[src/rtl/spw_tx_char_encoder.sv]
// SpaceWire transmit character encoder: selects FCT / N-char / NULL, applies odd parity,
// serialises Data-Strobe one bit per bit_tick and tracks the TX credit count.
module spw_tx_char_encoder #(
    parameter int DWIDTH   = 9,
    parameter int CRED_MAX = 56
) (
    input  logic              clock,
    input  logic              reset,
    input  logic              tx_enable,
    input  logic              bit_tick,
    input  logic              send_fct,
    input  logic              fct_received,
    input  logic              fifo_valid,
    input  logic [DWIDTH-1:0] fifo_data,
    output logic              fifo_rd_en,
    output logic              fct_sent,
    output logic [5:0]        credit,
    output logic              credit_error,
    output logic              busy,
    output logic              dout,
    output logic              sout
);

    localparam logic [5:0] CRED_LIMIT = 6'(CRED_MAX - 8);

    logic [3:0] rem;
    logic [8:0] shreg;
    logic       hist;
    logic       fct_pending;
    logic       first_done;
    logic       en_q;

    logic       sel;
    logic       nchar_ok;
    logic       sel_fct;
    logic       sel_data;
    logic       credit_inc;
    logic       credit_ovf;
    logic       next_bit;
    logic [7:0] d_rev;
    logic [9:0] char_bits;
    logic [3:0] char_len;
    logic       char_hist;

    assign sel        = tx_enable && bit_tick && (rem == 4'd0);
    assign nchar_ok   = fifo_valid && (credit != 6'd0);
    assign sel_fct    = sel && fct_pending;
    assign sel_data   = sel && !fct_pending && nchar_ok;
    assign credit_inc = fct_received && (credit <= CRED_LIMIT);
    assign credit_ovf = fct_received && (credit > CRED_LIMIT);
    assign fct_sent   = sel_fct;
    assign busy       = (rem != 4'd0) || (en_q && !first_done);
    assign next_bit   = (rem == 4'd0) ? char_bits[9] : shreg[8];

    // Character image is left-aligned, first transmitted bit in bit 9. The parity of an
    // ESC or FCT is ~(hist ^ 1) = hist; the FCT half of a NULL always follows ESC bits 1,1.
    always_comb begin
        d_rev     = '0;
        char_bits = '0;
        char_len  = 4'd8;
        char_hist = 1'b0;
        for (int i = 0; i < 8; i++) begin
            d_rev[7-i] = fifo_data[i];
        end
        if (fct_pending) begin
            char_bits = {hist, 3'b100, 6'b0};
            char_len  = 4'd4;
            char_hist = 1'b0;
        end else if (nchar_ok) begin
            if (fifo_data[DWIDTH-1]) begin
                char_bits = (fifo_data[7:0] == 8'd0) ? {hist, 3'b101, 6'b0}
                                                     : {hist, 3'b110, 6'b0};
                char_len  = 4'd4;
                char_hist = 1'b1;
            end else begin
                char_bits = {~hist, 1'b0, d_rev};
                char_len  = 4'd10;
                char_hist = ^fifo_data[7:0];
            end
        end else begin
            char_bits = {hist, 7'b1110100, 2'b0};
            char_len  = 4'd8;
            char_hist = 1'b0;
        end
    end

    always_ff @(posedge clock or posedge reset) begin
        if (reset) begin
            rem          <= '0;
            shreg        <= '0;
            hist         <= 1'b0;
            fct_pending  <= 1'b0;
            first_done   <= 1'b0;
            en_q         <= 1'b0;
            fifo_rd_en   <= 1'b0;
            credit       <= '0;
            credit_error <= 1'b0;
            dout         <= 1'b0;
            sout         <= 1'b0;
        end else if (!tx_enable) begin
            rem         <= '0;
            shreg       <= '0;
            hist        <= 1'b0;
            fct_pending <= 1'b0;
            first_done  <= 1'b0;
            en_q        <= 1'b0;
            fifo_rd_en  <= 1'b0;
            credit      <= '0;
            dout        <= 1'b0;
            sout        <= 1'b0;
        end else begin
            en_q        <= 1'b1;
            fifo_rd_en  <= sel_data;
            fct_pending <= send_fct || (fct_pending && !sel_fct);
            credit      <= credit + (credit_inc ? 6'd8 : 6'd0) - (sel_data ? 6'd1 : 6'd0);
            if (credit_ovf) begin
                credit_error <= 1'b1;
            end
            if (bit_tick) begin
                dout <= next_bit;
                sout <= sout ^ ~(next_bit ^ dout);
                if (rem == 4'd0) begin
                    shreg <= char_bits[8:0];
                    rem   <= char_len - 4'd1;
                    hist  <= char_hist;
                end else begin
                    shreg <= {shreg[7:0], 1'b0};
                    rem   <= rem - 4'd1;
                    if (rem == 4'd1) begin
                        first_done <= 1'b1;
                    end
                end
            end
        end
    end

endmodule

[config.mk]
export PLATFORM = sky130hd
export DESIGN_NAME = spw_tx_char_encoder
export DESIGN_NICKNAME = d
export VERILOG_FILES = /design/src/rtl/spw_tx_char_encoder.sv
export SDC_FILE = /design/constraint.sdc
export NUM_CORES = 1
export LEC_CHECK = 0
export CAP_MARGIN = 20
export CORE_UTILIZATION = 48
export DETAILED_ROUTE_END_ITERATION = 6
export PLACE_DENSITY = 0.76
export SLEW_MARGIN = 20
export SYNTH_ARGS = -nofsm -noshare
export SYNTH_HDL_FRONTEND = slang
export SYNTH_SLANG_ARGS = --single-unit
[constraint.sdc]
create_clock -name clock -period 2.9 [get_ports clock]
set_clock_uncertainty 0.2 [all_clocks]
set_input_delay 0.58 -clock clock [delete_from_list [all_inputs] [get_ports clock]]
set_output_delay 0.58 -clock clock [all_outputs]
set_load 0.02 [all_outputs]
==> results of run 1 <==
## state kept, by name, summed over array words and instances (netlist names)
| register | count |
|---|---|
| shreg | 9 |
| credit | 6 |
| rem | 4 |
| credit_error | 1 |
| dout | 1 |
| en_q | 1 |
| fct_pending | 1 |
| fifo_rd_en | 1 |
| first_done | 1 |
| hist | 1 |
| sout | 1 |
## worst register-to-register path, stage by stage (launching register included)
cell	delay, ns
sky130_fd_sc_hd__dfrtp_2	0.40
sky130_fd_sc_hd__inv_1	0.07
sky130_fd_sc_hd__ha_1	0.24
sky130_fd_sc_hd__a21o_1	0.20
sky130_fd_sc_hd__nor4_4	0.27
sky130_fd_sc_hd__ha_2	0.21
sky130_fd_sc_hd__inv_1	0.06
sky130_fd_sc_hd__ha_4	0.17
sky130_fd_sc_hd__fa_2	0.39
sky130_fd_sc_hd__a21o_1	0.17
sky130_fd_sc_hd__a21oi_2	0.13
sky130_fd_sc_hd__xnor2_1	0.13
sky130_fd_sc_hd__nor2_1	0.05
## power breakdown
group	leakage (nW)	internal [W]	switching, W
combinational	0.688	0.000338	0.000359
clock	0.0177	0.0000517	0.000114
sequential	0.355	0.000436	0.0000553
## area by class of cell
class | count | area, um^2 | area share (%)
Multi-Input combinational cell | 137 | 953 | 43.1
Sequential cell | 27 | 677 | 30.6
Timing Repair Buffer | 44 | 402 | 18.1
Inverter | 26 | 97.6 | 4.41
Tap cell | 46 | 57.6 | 2.60
Clock buffer | 3 | 22.5 | 1.02
Clock inverter | 1 | 5.00 | 0.226
## what timing repair did
| item | 4_1_cts | 5_1_grt |
|---|---|---|
| resized for setup | 2 | 9 |
| cloned | 0 | 0 |
| pin swaps | 1 | 6 |
| endpoints found under the setup margin | 2 | 2 |
| hold endpoints to repair | 0 | 0 |
| setup buffers | 0 | 1 |
## placed cells by master (no fill, tap or decap), drive strengths merged
cell / count
nand4: 1
clkdlybuf4s50: 24
a21oi: 12
a22oi: 6
mux2i: 1
xor2: 6
a31oi: 2
buf: 17
inv: 26
a21o: 3
a41oi: 1
nand3: 4
dfrtp: 27
nor4: 3
a2bb2oi: 1
fa: 1
a41o: 1
a211oi: 4
xnor2: 4
dlymetal6s2s: 2
and2: 2
and3: 1
o31ai: 1
clkbuf: 3
clkinv: 1
nor2: 25
nand2b: 4
nor2b: 1
o21ai: 9
o22ai: 1
nand2: 19
a2111oi: 1
dlygate4sd2: 1
o211ai: 1
nor3: 6
ha: 15
nand3b: 1
## cell families after synthesis
group / after synthesis / share of synthesized area (%)
buffers and inverters: 32 / 7.22
muxes: 1 / 0.583
xor gates and xnor gates: 10 / 5.10
DFF: 27 / 39.4
and+or+nand+nor: 67 / 18.7
adders and majority gates: 16 / 12.1
AOI/OAI and AO/OA: 43 / 17.0
## per-layer routing
metal,part of all wire [%],track usage (%),wire (um)
met3,2.8,3.73,106
met2,46,34.3,1730
met5,0,0,0
met1,50,31.3,1870
met4,0.91,5.40,34
## worst max-delay path by stage
stage	endpoint	slack, ns
floorplan	credit[5]	0.03
global placement	credit[5]	-0.34
detailed placement	credit[5]	-0.42
CTS	busy	0.03
global route	credit[5]	-0.004
finish	credit[5]	0.13
## metrics by stage
stage	util (%)	total power, W	cells	setup WS [ns]	TNS, ns
after floorplan	-	0.000925	196	0.0306	0
after global placement	63.1	0.00114	279	-0.335	-0.460
after detailed placement	63.1	0.00116	279	-0.422	-0.762
after CTS	64.1	0.00133	283	0.0299	0
after global routing	65.3	0.00145	284	-0.00368	-0.00368
final	65.3	0.00135	284	0.127	0
==> flow_summary.html, run 1 <==
<table>
<tr><th>Metric</th><th>Value</th></tr>
<tr><th colspan="2">Setup path</th></tr>
<tr><td>Startpoint of the most critical setup path</td><td>credit[4]</td></tr>
<tr><td>Category of cells accounting for the largest share of critical-path delay</td><td>adder cells</td></tr>
<tr><td>Critical path's slowest cell</td><td>sky130_fd_sc_hd__dfrtp_2</td></tr>
<tr><td>Critical path arrival</td><td>2.79 ns</td></tr>
<tr><td>CP required</td><td>2.92 ns</td></tr>
<tr><td>Biggest fanout along the worst timing path</td><td>3</td></tr>
<tr><td>Path depth of the worst reg2reg path</td><td>12</td></tr>
<tr><td>Ordered cell list for the critical path</td><td>inv_1, ha_1, a21o_1, nor4_4, ha_2, inv_1, ha_4, fa_2, a21o_1, a21oi_2, xnor2_1, nor2_1</td></tr>
<tr><td>Delay contributed by the slowest stage of the critical path</td><td>0.40 ns</td></tr>
<tr><td>Kind of start point of the critical path</td><td>flip-flop</td></tr>
<tr><td>Reg-to-reg endpoint</td><td>credit[5]</td></tr>
<tr><td>Bufs and invs on worst path</td><td>2</td></tr>
<tr><td>Path type of the worst setup path</td><td>reg -&gt; reg</td></tr>
<tr><td>R2r startpoint</td><td>credit[4]</td></tr>
<tr><td>Worst setup slack for register-to-register paths</td><td>0.13 ns</td></tr>
<tr><td>Kind of end point of the critical path</td><td>flip-flop</td></tr>
<tr><td>Instance count on the critical path</td><td>12</td></tr>
<tr><th colspan="2">Die</th></tr>
<tr><td>Die area</td><td>3820 um^2</td></tr>
<tr><td>Number of core rows</td><td>21</td></tr>
<tr><td>Core area</td><td>3390 um^2</td></tr>
<tr><td>Die width</td><td>61.8 um</td></tr>
<tr><td># IOs</td><td>28</td></tr>
<tr><td>Die height</td><td>61.8 um</td></tr>
<tr><td>Starting Density</td><td>50.6%</td></tr>
<tr><th colspan="2">Clock network</th></tr>
<tr><td>Clock root cell</td><td>sky130_fd_sc_hd__clkbuf_4</td></tr>
<tr><td>Number of CTS-inserted buffers</td><td>3</td></tr>
<tr><td>TritonCTS clock tree</td><td>done</td></tr>
<tr><td>Clk buf depth</td><td>2</td></tr>
<tr><td>Later-pin clock latency in the skew report</td><td>0.33 ns</td></tr>
<tr><td>Clock transition at the register clock pins on the worst setup and hold paths after CTS</td><td>0.13 ns</td></tr>
<tr><td>Clock tree sinks</td><td>27</td></tr>
<tr><td>H-tree depth</td><td>1</td></tr>
<tr><td>Hold bufs inserted after CTS</td><td>0</td></tr>
<tr><th colspan="2">Synthesis</th></tr>
<tr><td>Library cell with the largest summed area after synthesis</td><td>sky130_fd_sc_hd__dfrtp_1</td></tr>
<tr><td>Post-Syn Area</td><td>1720 um^2</td></tr>
<tr><td>Number of enable-type register cells in the synthesized netlist</td><td>0</td></tr>
<tr><td>Number of flip-flops and latches in the synthesized netlist</td><td>27</td></tr>
<tr><td>Synth warnings</td><td>0</td></tr>
<tr><td>Net Count, Synth</td><td>228</td></tr>
<tr><td>Synth cell count leaders</td><td>27 x sky130_fd_sc_hd__dfrtp_1, 26 x sky130_fd_sc_hd__inv_1, 24 x sky130_fd_sc_hd__nor2_1, 19 x sky130_fd_sc_hd__nand2_1, 15 x sky130_fd_sc_hd__ha_1</td></tr>
<tr><td>Most area-consuming cells after synthesis</td><td>sky130_fd_sc_hd__dfrtp_1 39%, sky130_fd_sc_hd__ha_1 11%, sky130_fd_sc_hd__inv_1 5.7%</td></tr>
<tr><td>Most numerous cell in the Yosys netlist</td><td>sky130_fd_sc_hd__dfrtp_1</td></tr>
<tr><td>Unique cell type count in the Yosys netlist</td><td>35</td></tr>
<tr><td>Cells after synthesis</td><td>196</td></tr>
<tr><td>Post-Synthesis Mean Instance Area</td><td>8.76 um^2</td></tr>
<tr><td>Share of synthesized registers carrying an async set or reset</td><td>100%</td></tr>
<tr><td>Leading register cell type out of synthesis</td><td>sky130_fd_sc_hd__dfrtp_1</td></tr>
<tr><td>Top cell type's share of synthesized area</td><td>39.4%</td></tr>
<tr><td>Part of the Yosys area used for sequential elements</td><td>39.4%</td></tr>
<tr><th colspan="2">Placed design</th></tr>
<tr><td>Port Buf Inserts</td><td>27</td></tr>
<tr><td>Post-place instance area</td><td>2140 um^2</td></tr>
<tr><td>Dpl hpwl</td><td>2780 um</td></tr>
<tr><td>Global placement routability congestion</td><td>0.827</td></tr>
<tr><th colspan="2">Timing</th></tr>
<tr><td>Time the final worst path needs with I/O delays and setup</td><td>2.77 ns</td></tr>
<tr><td>Pin slew with the least headroom to its limit</td><td>0.752 ns</td></tr>
<tr><td>Part of the cycle the worst path needs</td><td>95.6%</td></tr>
<tr><td>Number of failing hold endpoints at the final stage</td><td>0</td></tr>
<tr><td>Fin. max-slew vios</td><td>0</td></tr>
<tr><td>Maximum frequency from static timing analysis</td><td>361 MHz</td></tr>
<tr><td>Final worst hold slack</td><td>0.288 ns</td></tr>
<tr><td>Final setup vio count</td><td>0</td></tr>
<tr><td>Worst slew margin</td><td>49.8%</td></tr>
<tr><th colspan="2">Route</th></tr>
<tr><td>Drt via density</td><td>5.15</td></tr>
<tr><td>Routed wire per std cell</td><td>13.2 um</td></tr>
<tr><td>Drc violations</td><td>0</td></tr>
<tr><td>Iteration count of the initial detailed-routing pass</td><td>5</td></tr>
<tr><td>Aggregate routed wire length</td><td>3750 um</td></tr>
<tr><td>Iter 0 DRT Violations</td><td>62</td></tr>
<tr><td>Detailed-route via count</td><td>1,463</td></tr>
<tr><td>Final ANT Viol Nets</td><td>0</td></tr>
<tr><th colspan="2">Hold path</th></tr>
<tr><td>Terminating pin of the worst hold path</td><td>credit_error</td></tr>
<tr><td>Class of the tightest hold or removal check</td><td>reg -&gt; reg</td></tr>
<tr><td>Hold path start</td><td>credit_error</td></tr>
<tr><td>Hold-critical path depth</td><td>1</td></tr>
<tr><th colspan="2">Flow run</th></tr>
<tr><td>Max-capacitance violation count</td><td>0</td></tr>
<tr><th colspan="2">Global route</th></tr>
<tr><td>Maximum number of pins on one net before global-route repair</td><td>26</td></tr>
<tr><td>Gr ovfl total</td><td>0</td></tr>
<tr><td>Antenna violations before repair</td><td>0</td></tr>
<tr><td>Number of global-route vias before repair</td><td>1,369</td></tr>
<tr><td>Global-route wire length before repair</td><td>6070 um</td></tr>
<tr><td>Total routing resource utilization after global routing</td><td>21.8%</td></tr>
<tr><th colspan="2">Cells and area</th></tr>
<tr><td>Fill cell count</td><td>286</td></tr>
<tr><td>Layout overhead on the synthesized area</td><td>29.0%</td></tr>
<tr><td>Final net count</td><td>271</td></tr>
<tr><td>Number of antenna cells inserted</td><td>0</td></tr>
<tr><td>Post-route standard cell area excluding fillers</td><td>2210 um^2</td></tr>
<tr><td>Layout cell share with drive strength beyond 1</td><td>13.0%</td></tr>
<tr><th colspan="2">Power and ir drop</th></tr>
<tr><td>Power density cells</td><td>611 nW/um^2</td></tr>
<tr><td>Leakage power total</td><td>1.06 nW</td></tr>
<tr><td>Max VDD drop</td><td>0.425 mV</td></tr>
<tr><th colspan="2">Status</th></tr>
<tr><td>Outcome</td><td>complete, no violations</td></tr>
</table>
(Power assumes the default switching activity.)
==> run 2, diff against run 1 <==
- CORE_UTILIZATION: 48 -> 57
- MAX_ROUTING_LAYER: default -> met4
- PLACE_DENSITY: 0.76 -> 0.86
- clock period: 2.9 -> 3.3 ns (I/O delays scaled with it)
==> flow_summary.html, run 2 (synthesized netlist as in run 1, its figures left out) <==
<table>
<tr><th>Metric</th><th>Value</th></tr>
<tr><th colspan="2">Status</th></tr>
<tr><td>Outcome</td><td>finished with violations</td></tr>
<tr><td>Violations in the final reports</td><td>design-rule violations</td></tr>
<tr><th colspan="2">Timing</th></tr>
<tr><td>Final worst hold slack</td><td>0.295 ns</td></tr>
<tr><td>Maximum frequency from static timing analysis</td><td>321 MHz</td></tr>
<tr><td>Number of failing hold endpoints at the final stage</td><td>0</td></tr>
<tr><td>Final setup vio count</td><td>0</td></tr>
<tr><td>Worst slew margin</td><td>60.7%</td></tr>
<tr><td>Part of the cycle the worst path needs</td><td>94.3%</td></tr>
<tr><td>Time the final worst path needs with I/O delays and setup</td><td>3.11 ns</td></tr>
<tr><td>Setup repair after global routing missed its margin</td><td>false</td></tr>
<tr><td>Fin. max-slew vios</td><td>0</td></tr>
<tr><td>Pin slew with the least headroom to its limit</td><td>0.588 ns</td></tr>
<tr><th colspan="2">Placed design</th></tr>
<tr><td>Post-place instance area</td><td>2070 um^2</td></tr>
<tr><td>Port Buf Inserts</td><td>27</td></tr>
<tr><td>Global placement routability congestion</td><td>0.865</td></tr>
<tr><td>Dpl hpwl</td><td>2990 um</td></tr>
<tr><td>Placed Cells</td><td>258</td></tr>
<tr><th colspan="2">Route</th></tr>
<tr><td>Aggregate routed wire length</td><td>3920 um</td></tr>
<tr><td>Final ANT Viol Nets</td><td>0</td></tr>
<tr><td>Iteration count of the initial detailed-routing pass</td><td>6</td></tr>
<tr><td>Detailed-route via count</td><td>1,540</td></tr>
<tr><td>Drt via density</td><td>5.88</td></tr>
<tr><td>Drc violations</td><td>6</td></tr>
<tr><td>Iter 0 DRT Violations</td><td>82</td></tr>
<tr><td>Routed wire per std cell</td><td>15.0 um</td></tr>
<tr><th colspan="2">Setup path</th></tr>
<tr><td>R2r startpoint</td><td>credit[4]</td></tr>
<tr><td>Path type of the worst setup path</td><td>in -&gt; reg</td></tr>
<tr><td>Worst setup slack for register-to-register paths</td><td>0.26 ns</td></tr>
<tr><td>Critical path arrival</td><td>3.12 ns</td></tr>
<tr><td>CP required</td><td>3.30 ns</td></tr>
<tr><td>Biggest fanout along the worst timing path</td><td>2</td></tr>
<tr><td>Kind of end point of the critical path</td><td>flip-flop</td></tr>
<tr><td>Kind of start point of the critical path</td><td>input port</td></tr>
<tr><td>Path depth of the worst reg2reg path</td><td>12</td></tr>
<tr><td>Reg-to-reg endpoint</td><td>credit[5]</td></tr>
<tr><th colspan="2">Die</th></tr>
<tr><td>Core area</td><td>2810 um^2</td></tr>
<tr><td>Die height</td><td>56.9 um</td></tr>
<tr><td>Die width</td><td>56.9 um</td></tr>
<tr><td>Number of core rows</td><td>19</td></tr>
<tr><td>Starting Density</td><td>61.2%</td></tr>
<tr><td>Die area</td><td>3240 um^2</td></tr>
<tr><td># IOs</td><td>28</td></tr>
<tr><th colspan="2">Hold path</th></tr>
<tr><td>Class of the tightest hold or removal check</td><td>reg -&gt; reg</td></tr>
<tr><td>Hold-critical path depth</td><td>1</td></tr>
<tr><td>Hold path start</td><td>credit_error</td></tr>
<tr><td>Terminating pin of the worst hold path</td><td>credit_error</td></tr>
<tr><th colspan="2">Cells and area</th></tr>
<tr><td>Layout cell share with drive strength beyond 1</td><td>6.93%</td></tr>
<tr><td>Post-route standard cell area excluding fillers</td><td>2100 um^2</td></tr>
<tr><td>Post-Layout Cell Count</td><td>262</td></tr>
<tr><td>Number of flip-flops in the largest register</td><td>9</td></tr>
<tr><td>Largest reg by FF count</td><td>shreg</td></tr>
<tr><td>Register area</td><td>676 um^2</td></tr>
<tr><td>Fill cell count</td><td>209</td></tr>
<tr><td>Number of antenna cells inserted</td><td>0</td></tr>
<tr><td>Area of combinational cells with multiple inputs</td><td>917 um^2</td></tr>
<tr><td>Leading cell types in the layout, fill and taps excluded</td><td>27 x sky130_fd_sc_hd__dfrtp_1, 27 x sky130_fd_sc_hd__clkdlybuf4s50_1, 26 x sky130_fd_sc_hd__inv_1</td></tr>
<tr><td>Layout overhead on the synthesized area</td><td>22.4%</td></tr>
<tr><td>Leading registers by flop count</td><td>shreg: 9 flops, credit: 6 flops, rem: 4 flops</td></tr>
<tr><td>Final net count</td><td>264</td></tr>
<tr><th colspan="2">Global route</th></tr>
<tr><td>Gr ovfl total</td><td>0</td></tr>
<tr><td>Maximum number of pins on one net before global-route repair</td><td>28</td></tr>
<tr><td>Number of global-route vias before repair</td><td>1,607</td></tr>
<tr><td>Antenna violations before repair</td><td>0</td></tr>
<tr><td>Global-route wire length before repair</td><td>6820 um</td></tr>
<tr><td>Total routing resource utilization after global routing</td><td>27.9%</td></tr>
<tr><th colspan="2">Power and ir drop</th></tr>
<tr><td>Max VDD drop</td><td>0.430 mV</td></tr>
<tr><td>Power density cells</td><td>550 nW/um^2</td></tr>
<tr><td>Leakage power total</td><td>1.01 nW</td></tr>
<tr><th colspan="2">Clock network</th></tr>
<tr><td>Number of CTS-inserted buffers</td><td>3</td></tr>
<tr><td>Cts repair resizes</td><td>0</td></tr>
<tr><td>Clk buf depth</td><td>2</td></tr>
<tr><td>Later-pin clock latency in the skew report</td><td>0.32 ns</td></tr>
<tr><td>TritonCTS clock tree</td><td>done</td></tr>
<tr><td>Number of buffers inserted to repair setup after CTS</td><td>0</td></tr>
<tr><td>Clock root cell</td><td>sky130_fd_sc_hd__clkbuf_4</td></tr>
<tr><td>Clock tree sinks</td><td>27</td></tr>
<tr><td>Clock transition at the register clock pins on the worst setup and hold paths after CTS</td><td>0.15 ns</td></tr>
<tr><td>Hold bufs inserted after CTS</td><td>0</td></tr>
<tr><td>H-tree depth</td><td>1</td></tr>
<tr><th colspan="2">Flow run</th></tr>
<tr><td>Max-capacitance violation count</td><td>0</td></tr>
</table>
==> run 2: report_power, final <==
group	internal (W)	leakage [nW]	switching, W
clock network	0.0000473	0.0150	0.0000982
logic	0.000270	0.637	0.000305
registers	0.000382	0.356	0.0000533
total	0.000699	1.01	0.000456
==> run 2: stage by stage <==
step           setup slack (ns)  TNS, ns  power, W  utilization, %
6_report                  0.187        0   0.00116            74.9
5_1_grt                  0.0398        0   0.00124            74.9
4_1_cts                   0.214        0   0.00116            74.9
3_5_place_dp             -0.143   -0.143   0.00101            74.0
3_3_place_gp            -0.0368  -0.0368  0.000978            74.0
2_1_floorplan             0.382        0  0.000812               -
==> run 2: routing by layer <==
layer | GRT usage [%] | part of all wire [%] | up-vias
met5 | - | 0 | -
met4 | 11.8 | 1.5 | 0
met3 | 3.92 | 6.6 | 8
met2 | 48.2 | 51 | 67
met1 | 32.3 | 41 | 726
li1 | - | - | 739
==> run 2: layout make-up <==
type | instances | share of cell area (%)
well taps | 31 | 1.85
flip-flops and latches | 27 | 32.2
clock buffers | 4 | 1.25
multi-input cells | 137 | 43.7
inverters | 26 | 4.65
repair buffers | 37 | 16.4
==> run 2: worst max-delay path, cell delays in order <==
cell and delay, ns:
sky130_fd_sc_hd__clkdlybuf4s50_1 0.45, sky130_fd_sc_hd__inv_1 0.05, sky130_fd_sc_hd__a21o_1 0.16, sky130_fd_sc_hd__nor4_1 0.35, sky130_fd_sc_hd__ha_1 0.21, sky130_fd_sc_hd__inv_1 0.05
sky130_fd_sc_hd__ha_1 0.21, sky130_fd_sc_hd__fa_1 0.39, sky130_fd_sc_hd__a21o_1 0.18, sky130_fd_sc_hd__a21oi_1 0.19, sky130_fd_sc_hd__xnor2_1 0.15, sky130_fd_sc_hd__nor2_1 0.06
==> run 2: worst max path at each step <==
stage               startpoint        end
floorplan            credit[4]  credit[5]
global placement    fifo_valid  credit[5]
detailed placement  fifo_valid  credit[5]
CTS                 fifo_valid  credit[5]
global route        fifo_valid  credit[5]
finish              fifo_valid  credit[5]
==> run 3, diff against run 2 <==
- CORE_UTILIZATION: 57 -> 28
- CTS_CLUSTER_SIZE: default -> 40
- PLACE_DENSITY: 0.86 -> 0.49
- SKIP_CTS_REPAIR_TIMING: default -> 1
==> flow_summary.html, run 3 (synthesized netlist as in run 1, its figures left out) <==
<table>
<tr><th>Metric</th><th>Value</th></tr>
<tr><th colspan="2">Status</th></tr>
<tr><td>Outcome</td><td>complete, no violations</td></tr>
<tr><th colspan="2">Route</th></tr>
<tr><td>Final ANT Viol Nets</td><td>0</td></tr>
<tr><td>Drt via density</td><td>4.66</td></tr>
<tr><td>Aggregate routed wire length</td><td>4020 um</td></tr>
<tr><td>Drc violations</td><td>0</td></tr>
<tr><td>Iteration count of the initial detailed-routing pass</td><td>4</td></tr>
<tr><td>Detailed-route via count</td><td>1,440</td></tr>
<tr><td>Iter 0 DRT Violations</td><td>58</td></tr>
<tr><td>Routed wire per std cell</td><td>13.0 um</td></tr>
<tr><th colspan="2">Timing</th></tr>
<tr><td>Fin. max-slew vios</td><td>0</td></tr>
<tr><td>Number of failing hold endpoints at the final stage</td><td>0</td></tr>
<tr><td>Pin slew with the least headroom to its limit</td><td>0.347 ns</td></tr>
<tr><td>Maximum frequency from static timing analysis</td><td>319 MHz</td></tr>
<tr><td>Final worst hold slack</td><td>0.284 ns</td></tr>
<tr><td>Time the final worst path needs with I/O delays and setup</td><td>3.13 ns</td></tr>
<tr><td>Worst slew margin</td><td>76.7%</td></tr>
<tr><td>Part of the cycle the worst path needs</td><td>94.9%</td></tr>
<tr><td>Setup repair after global routing missed its margin</td><td>false</td></tr>
<tr><td>Final setup vio count</td><td>0</td></tr>
<tr><th colspan="2">Global route</th></tr>
<tr><td>Number of global-route vias before repair</td><td>1,377</td></tr>
<tr><td>Global-route wire length before repair</td><td>6780 um</td></tr>
<tr><td>Maximum number of pins on one net before global-route repair</td><td>28</td></tr>
<tr><td>Antenna violations before repair</td><td>0</td></tr>
<tr><td>Gr ovfl total</td><td>0</td></tr>
<tr><td>Total routing resource utilization after global routing</td><td>14.2%</td></tr>
<tr><th colspan="2">Setup path</th></tr>
<tr><td>Ordered cell list for the critical path</td><td>clkdlybuf4s50_1, inv_1, a21o_1, nor4_1, ha_1, inv_1, ha_1, fa_1, a21o_1, a21oi_1, xnor2_1, nor2_1</td></tr>
<tr><td>Path depth of the worst reg2reg path</td><td>12</td></tr>
<tr><td>Kind of end point of the critical path</td><td>flip-flop</td></tr>
<tr><td>Endpoint of the worst setup timing path</td><td>credit[5]</td></tr>
<tr><td>CP required</td><td>3.27 ns</td></tr>
<tr><td>Worst setup slack for register-to-register paths</td><td>0.33 ns</td></tr>
<tr><td>Biggest fanout along the worst timing path</td><td>2</td></tr>
<tr><td>Critical path arrival</td><td>3.10 ns</td></tr>
<tr><td>Path type of the worst setup path</td><td>in -&gt; reg</td></tr>
<tr><td>R2r startpoint</td><td>credit[4]</td></tr>
<tr><td>Delay contributed by the slowest stage of the critical path</td><td>0.45 ns</td></tr>
<tr><td>Reg-to-reg endpoint</td><td>credit[5]</td></tr>
<tr><td>Kind of start point of the critical path</td><td>input port</td></tr>
<tr><td>Startpoint of the most critical setup path</td><td>fifo_valid</td></tr>
<tr><td>Critical path's slowest cell</td><td>sky130_fd_sc_hd__clkdlybuf4s50_1</td></tr>
<tr><th colspan="2">Cells and area</th></tr>
<tr><td>Number of flip-flops in the largest register</td><td>9</td></tr>
<tr><td>Layout overhead on the synthesized area</td><td>28.0%</td></tr>
<tr><td>Number of antenna cells inserted</td><td>0</td></tr>
<tr><td>Layout cell share with drive strength beyond 1</td><td>8.12%</td></tr>
<tr><td>Core Util, Final</td><td>37.1%</td></tr>
<tr><td>Post-route standard cell area excluding fillers</td><td>2200 um^2</td></tr>
<tr><td>Leading cell types in the layout, fill and taps excluded</td><td>27 x sky130_fd_sc_hd__dfrtp_1, 27 x sky130_fd_sc_hd__clkdlybuf4s50_1, 26 x sky130_fd_sc_hd__inv_1</td></tr>
<tr><td>Largest reg by FF count</td><td>shreg</td></tr>
<tr><td>Leading registers by flop count</td><td>shreg: 9 flops, credit: 6 flops, rem: 4 flops</td></tr>
<tr><td>Final net count</td><td>267</td></tr>
<tr><th colspan="2">Clock network</th></tr>
<tr><td>Later-pin clock latency in the skew report</td><td>0.27 ns</td></tr>
<tr><td>Clock tree sinks</td><td>27</td></tr>
<tr><td>TritonCTS clock tree</td><td>done</td></tr>
<tr><td>Clock root cell</td><td>sky130_fd_sc_hd__clkbuf_8</td></tr>
<tr><td>Clk buf depth</td><td>2</td></tr>
<tr><td>Number of CTS-inserted buffers</td><td>3</td></tr>
<tr><td>H-tree depth</td><td>1</td></tr>
<tr><td>Clock transition at the register clock pins on the worst setup and hold paths after CTS</td><td>0.09 ns</td></tr>
<tr><th colspan="2">Die</th></tr>
<tr><td># IOs</td><td>28</td></tr>
<tr><td>Starting Density</td><td>29.0%</td></tr>
<tr><td>Die width</td><td>80.3 um</td></tr>
<tr><td>Die height</td><td>80.3 um</td></tr>
<tr><td>Number of core rows</td><td>28</td></tr>
<tr><td>Core area</td><td>5920 um^2</td></tr>
<tr><td>Die area</td><td>6450 um^2</td></tr>
<tr><th colspan="2">Power and ir drop</th></tr>
<tr><td>Max VDD drop</td><td>0.188 mV</td></tr>
<tr><td>Leakage power total</td><td>1.03 nW</td></tr>
<tr><td>Power density cells</td><td>544 nW/um^2</td></tr>
<tr><th colspan="2">Flow run</th></tr>
<tr><td>Max-capacitance violation count</td><td>0</td></tr>
<tr><th colspan="2">Placed design</th></tr>
<tr><td>Dpl hpwl</td><td>3000 um</td></tr>
<tr><td>Global placement routability congestion</td><td>0.775</td></tr>
<tr><td>Port Buf Inserts</td><td>27</td></tr>
<tr><td>Post-place instance area</td><td>2150 um^2</td></tr>
<tr><th colspan="2">Hold path</th></tr>
<tr><td>Class of the tightest hold or removal check</td><td>reg -&gt; reg</td></tr>
</table>
[run 3: cell count changes in the layout (fill, tap and decap cells not counted), sizes merged]
cell / previous run / this run
buf: 10 / 13
[run 3: worst max-delay path: cells and delay by family]
family,cells,cell delay [ns]
adders and majority gates,3,0.82
buffers and inverters,3,0.54
AOI/OAI and AO/OA,3,0.53
and+or+nand+nor,2,0.41
xor gates and xnor gates,1,0.13
[run 3: worst min-delay path by stage]
stage | startpoint | end | slack [ns] | cells after the start
global placement | credit_error | credit_error | 0.26 | 1
floorplan | first_done | first_done | 0.26 | 2
finish | credit_error | credit_error | 0.28 | 1
detailed placement | credit_error | credit_error | 0.27 | 1
global route | credit_error | credit_error | 0.33 | 1
CTS | credit_error | credit_error | 0.29 | 1
[run 3: area by class of cell]
type | instances | area (um^2)
fillers | 640 | 3720
multi-input cells | 137 | 917
flip-flops and latches | 27 | 676
repair buffers | 40 | 368
inverters | 26 | 97.6
well taps | 75 | 93.8
clock buffers | 4 | 45.0
[run 3: metal layers]
metal | track usage [%] | share of wire [%]
met2 | 21.5 | 45
met5 | - | 0
met1 | 20.2 | 53
met3 | 1.36 | 1.7
met4 | 3.21 | 0
[run 3: power breakdown]
part	leakage, nW	internal, W	switching [W]
clock	0.0228	0.0000866	0.000108
sequential	0.356	0.000382	0.0000482
combinational	0.652	0.000272	0.000299
[run 3: metrics by stage]
stage	setup WS, ns	cells	power, W	setup TNS [ns]
after floorplan	0.382	196	0.000812	0
after global placement	-0.0330	305	0.00101	-0.0330
after detailed placement	-0.158	305	0.00101	-0.158
after CTS	0.144	309	0.00121	0
after global routing	0.0352	309	0.00129	0
final	0.167	309	0.00120	0
